$ cat src/rtl/comp_pkg.sv
// rtl/comp_pkg.sv - shared types and constants for the serial magnitude comparator
package comp_pkg;

  typedef enum logic [1:0] {
    IDLE = 2'd0,
    RUN  = 2'd1,
    FIN  = 2'd2
  } state_t;

  localparam logic [1:0] DEC_EQ = 2'd0;
  localparam logic [1:0] DEC_LT = 2'd1;
  localparam logic [1:0] DEC_GT = 2'd2;

  localparam int N_DEFAULT = 8;

endpackage

$ cat src/rtl/comp1.sv
// rtl/comp1.sv - 1-bit magnitude comparator slice
module comp1 (
  input  logic a,
  input  logic b,
  output logic lt,
  output logic gt,
  output logic eq
);

  assign lt = ~a & b;
  assign gt = a & ~b;
  assign eq = ~(a ^ b);

endmodule

$ cat src/rtl/serial_mag_comp.sv
// rtl/serial_mag_comp.sv - bit-serial N-bit magnitude comparator, MSB first
module serial_mag_comp
  import comp_pkg::*;
#(
  parameter int N = N_DEFAULT
) (
  input  logic clk,
  input  logic rst,
  input  logic start,
  input  logic a_bit,
  input  logic b_bit,
  output logic busy,
  output logic done,
  output logic lt,
  output logic gt,
  output logic eq
);

  localparam int CW = $clog2(N);

  state_t        state, state_n;
  logic [CW-1:0] cnt, cnt_n;
  logic [1:0]    dec, dec_n, dec_bit;
  logic          load;
  logic          c_lt, c_gt, c_eq;

  comp1 u_comp1 (
    .a  (a_bit),
    .b  (b_bit),
    .lt (c_lt),
    .gt (c_gt),
    .eq (c_eq)
  );

  assign dec_bit = c_eq ? DEC_EQ : (c_lt ? DEC_LT : DEC_GT);

  // Results are loaded on the edge entering FIN so they appear alongside done.
  always_comb begin
    state_n = state;
    cnt_n   = cnt;
    dec_n   = dec;
    load    = 1'b0;
    case (state)
      IDLE: begin
        if (start) begin
          dec_n   = dec_bit;
          cnt_n   = CW'(N - 2);
          state_n = RUN;
        end
      end
      RUN: begin
        if (dec == DEC_EQ) dec_n = dec_bit;
        if (cnt == '0) begin
          state_n = FIN;
          load    = 1'b1;
        end else begin
          cnt_n = cnt - CW'(1);
        end
      end
      FIN:     state_n = IDLE;
      default: state_n = IDLE;
    endcase
  end

  always_ff @(posedge clk or posedge rst) begin
    if (rst) begin
      state <= IDLE;
      cnt   <= '0;
      dec   <= DEC_EQ;
      lt    <= 1'b0;
      gt    <= 1'b0;
      eq    <= 1'b0;
    end else begin
      state <= state_n;
      cnt   <= cnt_n;
      dec   <= dec_n;
      if (load) begin
        lt <= (dec_n == DEC_LT);
        gt <= (dec_n == DEC_GT);
        eq <= (dec_n == DEC_EQ);
      end
    end
  end

  assign busy = (state == RUN);
  assign done = (state == FIN);

endmodule

$ cat config.mk
export PLATFORM = sky130hd
export DESIGN_NAME = serial_mag_comp
export DESIGN_NICKNAME = d
export VERILOG_FILES = /design/src/rtl/comp_pkg.sv /design/src/rtl/comp1.sv /design/src/rtl/serial_mag_comp.sv
export SDC_FILE = /design/constraint.sdc
export NUM_CORES = 1
export LEC_CHECK = 0
export ABC_CLOCK_PERIOD_IN_PS = 3500
export BUFFER_PORTS_ARGS = -buffer_cell sky130_fd_sc_hd__buf_2
export CAP_MARGIN = 25
export CORE_AREA = 4 4 41 43
export CTS_CLUSTER_SIZE = 28
export DETAILED_ROUTE_END_ITERATION = 6
export DIE_AREA = 0 0 45 47
export PLACE_DENSITY = 0.67
export SLEW_MARGIN = 20
export SYNTH_ARGS = -nofsm -noshare
export SYNTH_HDL_FRONTEND = slang
export SYNTH_SLANG_ARGS = --single-unit
$ cat constraint.sdc
create_clock -name clk -period 3.5 [get_ports clk]
set_clock_uncertainty 0.15 [all_clocks]
set_input_delay 0.525 -clock clk [delete_from_list [all_inputs] [get_ports clk]]
set_output_delay 0.525 -clock clk [all_outputs]
set_load 0.02 [all_outputs]
### Word level (Yosys, flattened, before mapping)

Index checks and enable logic that the tools add are counted.

| operators by class | value |
|---|---|
| $lt $le $gt $ge | 0 |
| bitwise operators | 3 |
| add/sub/neg operators | 1 |
| shifts and indexed selects | 0 |
| multiply operators | 0 |
| mux-type cells | 13 |
| divide/modulo/power cells | 0 |
| reduce and logical (&&, ||, !) cells | 7 |
| equality and inequality tests | 7 |

Operators by type and width:

| kind | number |
|---|---|
| two-way mux 2 bit | 6 |
| case mux 2 bit (2 select lines) | 2 |
| logical NOT 2 bit | 3 |
| two-way mux 3 bit | 2 |
| case mux 3 bit (2 select lines) | 1 |
| == test 2 x 1 -> 1 bit, second input constant | 2 |
| == test 2 bit, second input constant | 2 |
| inequality test 2 bit, second input constant | 2 |
| logical NOT 3 bit | 1 |
| AND reduction 3 bit | 1 |
| subtractor 3 x 1 -> 3 bit, second input constant | 1 |
| two-way mux 1 bit | 2 |
| inequality test 2 x 1 -> 1 bit, second input constant | 1 |
| AND reduction 2 bit | 1 |
| nonzero test 2 bit | 1 |
| bitwise AND 1 bit | 1 |
| inverter 1 bit | 1 |
| XOR 1 bit | 1 |

| storage, ports and cells | value |
|---|---|
| output and inout bits | 5 |
| bits in registers | 10 |
| ROM bits | 0 |
| input bits | 5 |
| memory bits (writable) | 0 |
| latch bits | 0 |
| memories kept | 0 |

### Longest topological paths before layout

Gate-level depths: netlist of the first run.

| depth | value |
|---|---|
| depth after elaboration | 7 |
| depth in mapped cells | 6 |
| depth with buffers taken out | 6 |

### Hierarchy

From an unflattened synthesis of the first run, not the netlist that was laid out.

| unflattened totals | value |
|---|---|
| cell total of the unflattened synthesis | 59 |
| area total of the unflattened synthesis | 601.8 um^2 |

Modules (own cells, without submodules):

| module | area an instance (um^2) | cells each | instances |
|---|---|---|---|
| serial_mag_comp | 569.3 | 55 | 1 |
| comp1 | 32.5 | 4 | 1 |

### Worst setup path before layout of the first run

Ideal clock, no wire load.

| path | value |
|---|---|
| path kind | flip-flop to flip-flop |
| from | reg cnt[0] |
| to | reg eq |
| period minus slack after synthesis | 1626 ps |
| library setup time | 104 ps |
| setup slack | 1874 ps |
| arrival time | 1372 ps |
| required time | 3246 ps |
| cell stages (with the launch flop) | 6 |
| path through | dfrtp_1 inv_1 ha_1 nor2b_1 nand2_1 o41ai_2 |

| on the way | value |
|---|---|
| cells in the longest elaborated chain, start to end | 3 |

RTL lines:

| element | line | RTL |
|---|---|---|
| start, declared | serial_mag_comp.sv:22 | `logic [CW-1:0] cnt, cnt_n;` |
| start signal, assigned | serial_mag_comp.sv:75 | `cnt <= cnt_n;` |
| logical NOT 3 bit | serial_mag_comp.sv:53 | `if (cnt == '0) begin` |
| two-way mux 1 bit | serial_mag_comp.sv:53 |  |
| two-way mux 1 bit | serial_mag_comp.sv:43 | `case (state)` |
| end signal, assigned | serial_mag_comp.sv:80 | `eq <= (dec_n == DEC_EQ);` |
| end, declared | serial_mag_comp.sv:16 | `output logic eq` |

No other way between the ends.
A chain may end at the register's enable or synchronous reset.

### Final worst setup path of the first run

| path | value |
|---|---|
| from | reg state[0] |
| to | out busy |

| on the way | value |
|---|---|
| cells in the longest elaborated chain, start to end | 1 |

RTL lines:

| element | line | RTL |
|---|---|---|
| start, declared | serial_mag_comp.sv:21 | `state_t state, state_n;` |
| start signal, assigned | serial_mag_comp.sv:74 | `state <= state_n;` |
| == test 2 x 1 -> 1 bit | serial_mag_comp.sv:85 | `assign busy = (state == RUN);` |
| end, declared | serial_mag_comp.sv:12 | `output logic busy,` |

No other way between the ends.

==> flow_summary.json, run 1 <==
{
  "critPathTopFamily": "flip-flops",
  "syn_avg_cell_area_um2": 9.961,
  "critPathBufInv": 1,
  "n_antenna_cell": 0,
  "grt_pass1_vias": 343,
  "p_per_area_nw_per_um2": 946.8,
  "period_needed_ns": 1.858,
  "syn_nets": 58,
  "clkTransAtPathRegs_ns": 0.07,
  "core-area_um2": 1301,
  "grt_max_degree": 11,
  "dieArea_um2": 2115,
  "seq_area_um2": 250.2,
  "period_share_pct": 53.09,
  "slowest_delay_ns": 0.47,
  "final_nets": 72,
  "synth_seq_cells": 10,
  "yosysSeqAreaShare_pct": 49.26,
  "multi_input_area_um2": 239.0,
  "slew-limit-headroom_pct": 75.30,
  "cts_buffers": 3,
  "finalWirelength_um": 983,
  "routed.top_layer": "met4",
  "drtIter0Drc": 9,
  "cts_tree": "built",
  "hold_viol": 0,
  "worstPathArrival_ns": 1.18,
  "crit_type": "reg -> out",
  "finalSetupViolations": 0,
  "clk_latency_ns": 0.26,
  "max_cap_viol_count": 0,
  "root_buffer": "clkbuf_4",
  "post-place-ws_ns": 1.682,
  "drc": 0,
  "cts.sinks": 10,
  "p_leak_nw": 0.3211,
  "gp_congestion": 0.7372,
  "layout_commonest_cell": "dfrtp_1",
  "io_buffers": 9,
  "ys_types": 19,
  "vdd_drop_max_mv": 0.4030,
  "wl_met1_um": 474,
  "cp_slowest_cell": "dfrtp_1",
  "hold_class": "in -> async",
  "cts_hold_buf": 0,
  "fp.dieH_um": 47,
  "setup-tns-final_ns": 0,
  "fillers": 129,
  "post-route-worst-setup-slack_ns": 1.642,
  "grt_pass1_wl_um": 1545,
  "post-cts-setup-buffer-count": 0,
  "yosysWarnings": 0,
  "end_kind": "output port",
  "worstMarginPinSlew_ns": 0.3700,
  "crit_required_ns": 2.82,
  "avgViaCountPerCell": 5.127,
  "num_io_pins": 10,
  "final_antenna_net_count": 0,
  "rsz0062_at_grt": "no",
  "wl_met2_um": 440,
  "dr_total_vias": 405,
  "cp_max_fo": 8,
  "cts-htree-levels": 1,
  "initial_core_util_pct": 39.04,
  "syn_area_um2": 508.0,
  "cts.repair.resized": 0,
  "num_rows": 13,
  "fp.dieW_um": 45,
  "area_growth_syn_to_layout_pct": 19.70,
  "place_hpwl_um": 761.5,
  "final_cell_mix": "10 x dfrtp_1, 9 x buf_2, 7 x nand2_1, 5 x inv_1",
  "clock.fmax_ghz": 0.5381,
  "start_kind": "register",
  "path_cells": "nor2b_1 > buf_2",
  "route.met3.wl_um": 45,
  "fin_hold_ws_ns": 0.06655,
  "grt_usage_pct": 10.64,
  "firstDrtPassIters": 4,
  "gr-total-overflow": 0,
  "slew_viol_final": 0,
  "wl_per_cell_um": 12.44,
  "clock_path_buffers": 2,
  "status": "completed",
  "synthCells": 51,
  "antenna_found_initial": 0,
  "drive_gt1_share_pct": 25.00
}
[path summary, 6_finish.rpt]
kind,slack (ns),to,startpoint,cells after the start
worst max register to register,1.68,eq,cnt[0],5
worst min-delay path,0.07,cnt[0],rst,2
min in group clk,0.33,lt,lt,2
max in group asynchronous,2.87,state[1],rst,2
worst max-delay path,1.64,busy,state[0],2
worst min register to register,0.33,lt,lt,2
[power by group]
part | switching [mW] | internal, mW | leakage (nW)
combinational | 0.139 | 0.112 | 0.179
clock | 0.0403 | 0.0631 | 0.0210
sequential | 0.0513 | 0.170 | 0.121
total | 0.230 | 0.345 | 0.321
[layout make-up]
cell class	instances	share of cell area, %
Multi-Input combinational cell	36	39.30
Sequential cell	10	41.15
Inverter	5	3.086
Tap cell	15	3.086
Timing Repair Buffer	9	7.407
Clock buffer	4	5.967
[worst reg2reg max path: cells and delay by family, from the launching register on]
kind,cells,cell delay (ns)
simple gates,2,0.58
compound gates,1,0.33
flops,1,0.40
fa+ha+maj,1,0.16
buf+inv,1,0.10
[through the flow]
step                util [%]  instances  total power, mW  area, µm²
CTS                    46.73         79           0.5775      608.1
detailed placement     43.94         75           0.4732      571.8
global placement       43.94         75           0.4691      571.8
global route           46.73         79           0.6167      608.1
floorplan                  -         51           0.4033      508.0
finish                 46.73         79           0.5757      608.1
[metal layers]
metal  global-route usage, %  up-vias
met5                       0        -
met4                   5.263        0
met3                   4.598        4
met2                   15.54       10
met1                   13.44      184
li1                        -      207
[cells in the mapped netlist, drive strengths merged]
cell type,instances,share of area (%)
dfrtp,10,49
nand2,7,5.2
inv,5,3.7
nor2,4,3.0
nor2b,4,4.9
o21ai,4,3.9
a22o,3,5.2
a21oi,2,2.0
ha,2,4.9
a22oi,1,1.5
a32o,1,2.2
and2b,1,1.5
nand2b,1,2.7
nor3,1,0.98
o21bai,1,1.5
o31a,1,1.7
o31ai,1,1.5
o41ai,1,3.2
or2,1,1.2
[cell families (layout without fill, tap and decap cells)]
family,count (synthesis),in the layout,synth area share (%)
adder cells (fa/ha/maj),2,2,4.925
flip-flops,10,10,49.26
AO/OA/AOI/OAI,15,15,22.66
buffers and inverters,5,18,3.695
AND/OR/NAND/NOR,19,19,19.46
[state kept, by name (all words and copies together) (netlist names)]
signal	count
dec	2
lt	1
gt	1
state	2
cnt	3
eq	1
(Power assumes the default switching activity.)
==> inputs of run 2 (changes only) <==
--- a/config.mk
+++ b/config.mk
@@ -5,14 +5,15 @@
 export SDC_FILE = /design/constraint.sdc
 export NUM_CORES = 1
 export LEC_CHECK = 0
-export ABC_CLOCK_PERIOD_IN_PS = 3500
+export ABC_AREA = 1
+export ABC_CLOCK_PERIOD_IN_PS = 1800
 export BUFFER_PORTS_ARGS = -buffer_cell sky130_fd_sc_hd__buf_2
 export CAP_MARGIN = 25
 export CORE_AREA = 4 4 41 43
 export CTS_CLUSTER_SIZE = 28
 export DETAILED_ROUTE_END_ITERATION = 6
 export DIE_AREA = 0 0 45 47
-export PLACE_DENSITY = 0.67
+export PLACE_DENSITY = 0.73
 export SLEW_MARGIN = 20
 export SYNTH_ARGS = -nofsm -noshare
 export SYNTH_HDL_FRONTEND = slang
==> constraint.sdc (replaced) <==
create_clock -name clk -period 1.8 [get_ports clk]
set_clock_uncertainty 0.15 [all_clocks]
set_input_delay 0.27 -clock clk [delete_from_list [all_inputs] [get_ports clk]]
set_output_delay 0.27 -clock clk [all_outputs]
set_load 0.02 [all_outputs]
==> flow_summary.json, run 2 <==
{
  "finalWirelength_um": 1007,
  "ys_types": 16,
  "synthTopCellsByArea": "dfrtp_1 42%, nand2_1 16%, inv_1 6.3%",
  "grt_max_degree": 11,
  "worstPathArrival_ns": 1.14,
  "grt_pass1_vias": 446,
  "max_cap_viol_count": 0,
  "status": "completed",
  "worstReg2RegEnd": "cnt[1]",
  "p_leak_nw": 0.4105,
  "rrSetupSlack_ns": 0.48,
  "place_hpwl_um": 848.9,
  "drc": 0,
  "cts-htree-levels": 1,
  "core-area_um2": 1301,
  "initial_core_util_pct": 45.48,
  "hold_end": "cnt[2]",
  "rsz0062_at_grt": "no",
  "grt_pass1_wl_um": 1835,
  "period_share_pct": 86.73,
  "end_kind": "output port",
  "cts.sinks": 10,
  "num_io_pins": 10,
  "largest_register": "cnt",
  "finalSetupViolations": 0,
  "synthCells": 75,
  "clk_latency_ns": 0.26,
  "p_per_area_nw_per_um2": 1702,
  "gr-total-overflow": 0,
  "crit_type": "reg -> out",
  "firstDrtPassIters": 4,
  "reg2reg_from": "cnt[1]",
  "cp_max_fo": 7,
  "io_buffers": 9,
  "final_cell_mix": "25 x nand2_1, 10 x inv_1, 10 x dfrtp_1, 9 x buf_2, 5 x nand3_1",
  "avgViaCountPerCell": 4.462,
  "cts_buffers": 3,
  "synth.most_common_cell": "nand2_1",
  "start_kind": "register",
  "crit_required_ns": 1.38,
  "yosysSeqAreaShare_pct": 42.28,
  "hold_viol": 0,
  "gp_congestion": 0.7748,
  "root_buffer": "clkbuf_4",
  "slew_viol_final": 0,
  "drtIter0Drc": 7,
  "vdd_drop_max_mv": 0.7545,
  "reg_top3": "cnt: 3 flops, dec: 2 flops, state: 2 flops",
  "fp.dieW_um": 45,
  "grt_usage_pct": 12.18,
  "layout_commonest_cell": "nand2_1",
  "final_antenna_net_count": 0,
  "syn_nets": 82,
  "wl_per_cell_um": 9.683,
  "post-place-ws_ns": 0.4894,
  "synth_edf_count": 0,
  "synth_seq_cells": 10,
  "drive_gt1_share_pct": 33.71,
  "clock.fmax_ghz": 0.6405,
  "reg2reg_depth": 7,
  "hold_class": "in -> reg",
  "synth.top_cells.by_count": "25 x nand2_1, 10 x dfrtp_1, 10 x inv_1",
  "worstMarginPinSlew_ns": 0.3701,
  "post-route-worst-setup-slack_ns": 0.2388,
  "yosysWarnings": 0,
  "largest_reg_flops": 3,
  "ys.flop_type": "dfrtp_1",
  "fp.dieH_um": 47,
  "syn_avg_cell_area_um2": 7.891,
  "syn_area_um2": 591.8,
  "final_nets": 97,
  "yosys.area.top_type": "dfrtp_1",
  "dieArea_um2": 2115,
  "setup-tns-final_ns": 0,
  "hold_path_depth": 3,
  "antenna_found_initial": 0,
  "async_flop_share_pct": 100.0,
  "cts_tree": "built",
  "fin_hold_ws_ns": 0.2022,
  "period_needed_ns": 1.561,
  "dr_total_vias": 464,
  "clock_path_buffers": 2,
  "num_rows": 13,
  "synth_top_area_share_pct": 42.28,
  "clkTransAtPathRegs_ns": 0.06,
  "cts.repair.resized": 0,
  "area_growth_syn_to_layout_pct": 18.60,
  "slew-limit-headroom_pct": 75.30,
  "hp-start": "start",
  "n_antenna_cell": 0
}
[run 2: cell types whose count changed after synthesis, sizes merged, moves of 2 or more]
cell,before,now
nand3,0,9
nand2,7,29
nor2b,4,0
a22o,3,0
nor2,4,8
o21ai,4,1
inv,5,14
a21oi,2,0
[run 2: worst max-delay path: stages, from the launching register on]
cell	delay, ns
dfrtp_1	0.45
nor2_4	0.23
buf_2	0.20
[run 2: what timing repair did]
item                      4_1_cts  5_1_grt
hold endpoints to repair       10        0
buffers inserted                0        0
hold buffers                    1        0
[run 2: power breakdown]
| group | switching [mW] | total [mW] | internal (mW) |
|---|---|---|---|
| Sequential | 0.0660 | 0.392 | 0.326 |
| Clock | 0.0748 | 0.198 | 0.123 |
| Combinational | 0.391 | 0.605 | 0.214 |
| Total | 0.532 | 1.19 | 0.663 |
[run 2: cell type report]
class / instances / area [µm²]
repair buffers: 10 / 55.05
well taps: 15 / 18.77
clock buffers: 4 / 36.28
flip-flops and latches: 10 / 250.2
fillers: 128 / 599.3
inverters: 14 / 52.55
multi-input cells: 51 / 289.0
[run 2: logic make-up (layout without fill, tap and decap cells)]
logic type | count (synthesis) | after routing | share of synthesized area (%)
and+or+nand+nor | 46 | 46 | 40.80
buffers and inverters | 14 | 28 | 8.879
DFF | 10 | 10 | 42.28
AOI/OAI and AO/OA | 3 | 3 | 3.805
adders and majority gates | 2 | 2 | 4.228
[run 2: how the worst max path moves through the flow]
stage / from / to / slack, ns / cells past startpoint
6_report: state[1] / busy / 0.24 / 2
5_1_grt: state[1] / busy / 0.16 / 2
4_1_cts: state[1] / busy / 0.23 / 2
3_5_place_dp: state[1] / gt / 0.49 / 5
3_3_place_gp: state[1] / gt / 0.50 / 5
2_1_floorplan: state[1] / gt / 0.50 / 5
[run 2: per-stage QoR]
| stage | total power, mW | util [%] | area (µm²) | cells |
|---|---|---|---|---|
| 6_report | 1.195 | 53.94 | 701.9 | 104 |
| 5_1_grt | 1.311 | 53.94 | 701.9 | 104 |
| 4_1_cts | 1.204 | 53.94 | 701.9 | 104 |
| 3_5_place_dp | 1.005 | 50.38 | 655.6 | 99 |
| 3_3_place_gp | 0.9806 | 50.38 | 655.6 | 99 |
| 2_1_floorplan | 0.8641 | - | 591.8 | 75 |
[run 2: metal layers]
| metal | track usage [%] | vias up | wire length [µm] |
|---|---|---|---|
| met5 | 0 | - | 0 |
| met4 | 5.263 | 0 | 13 |
| met3 | 3.448 | 2 | 33 |
| met2 | 18.36 | 8 | 455 |
| met1 | 16.35 | 196 | 505 |
| li1 | - | 258 | - |
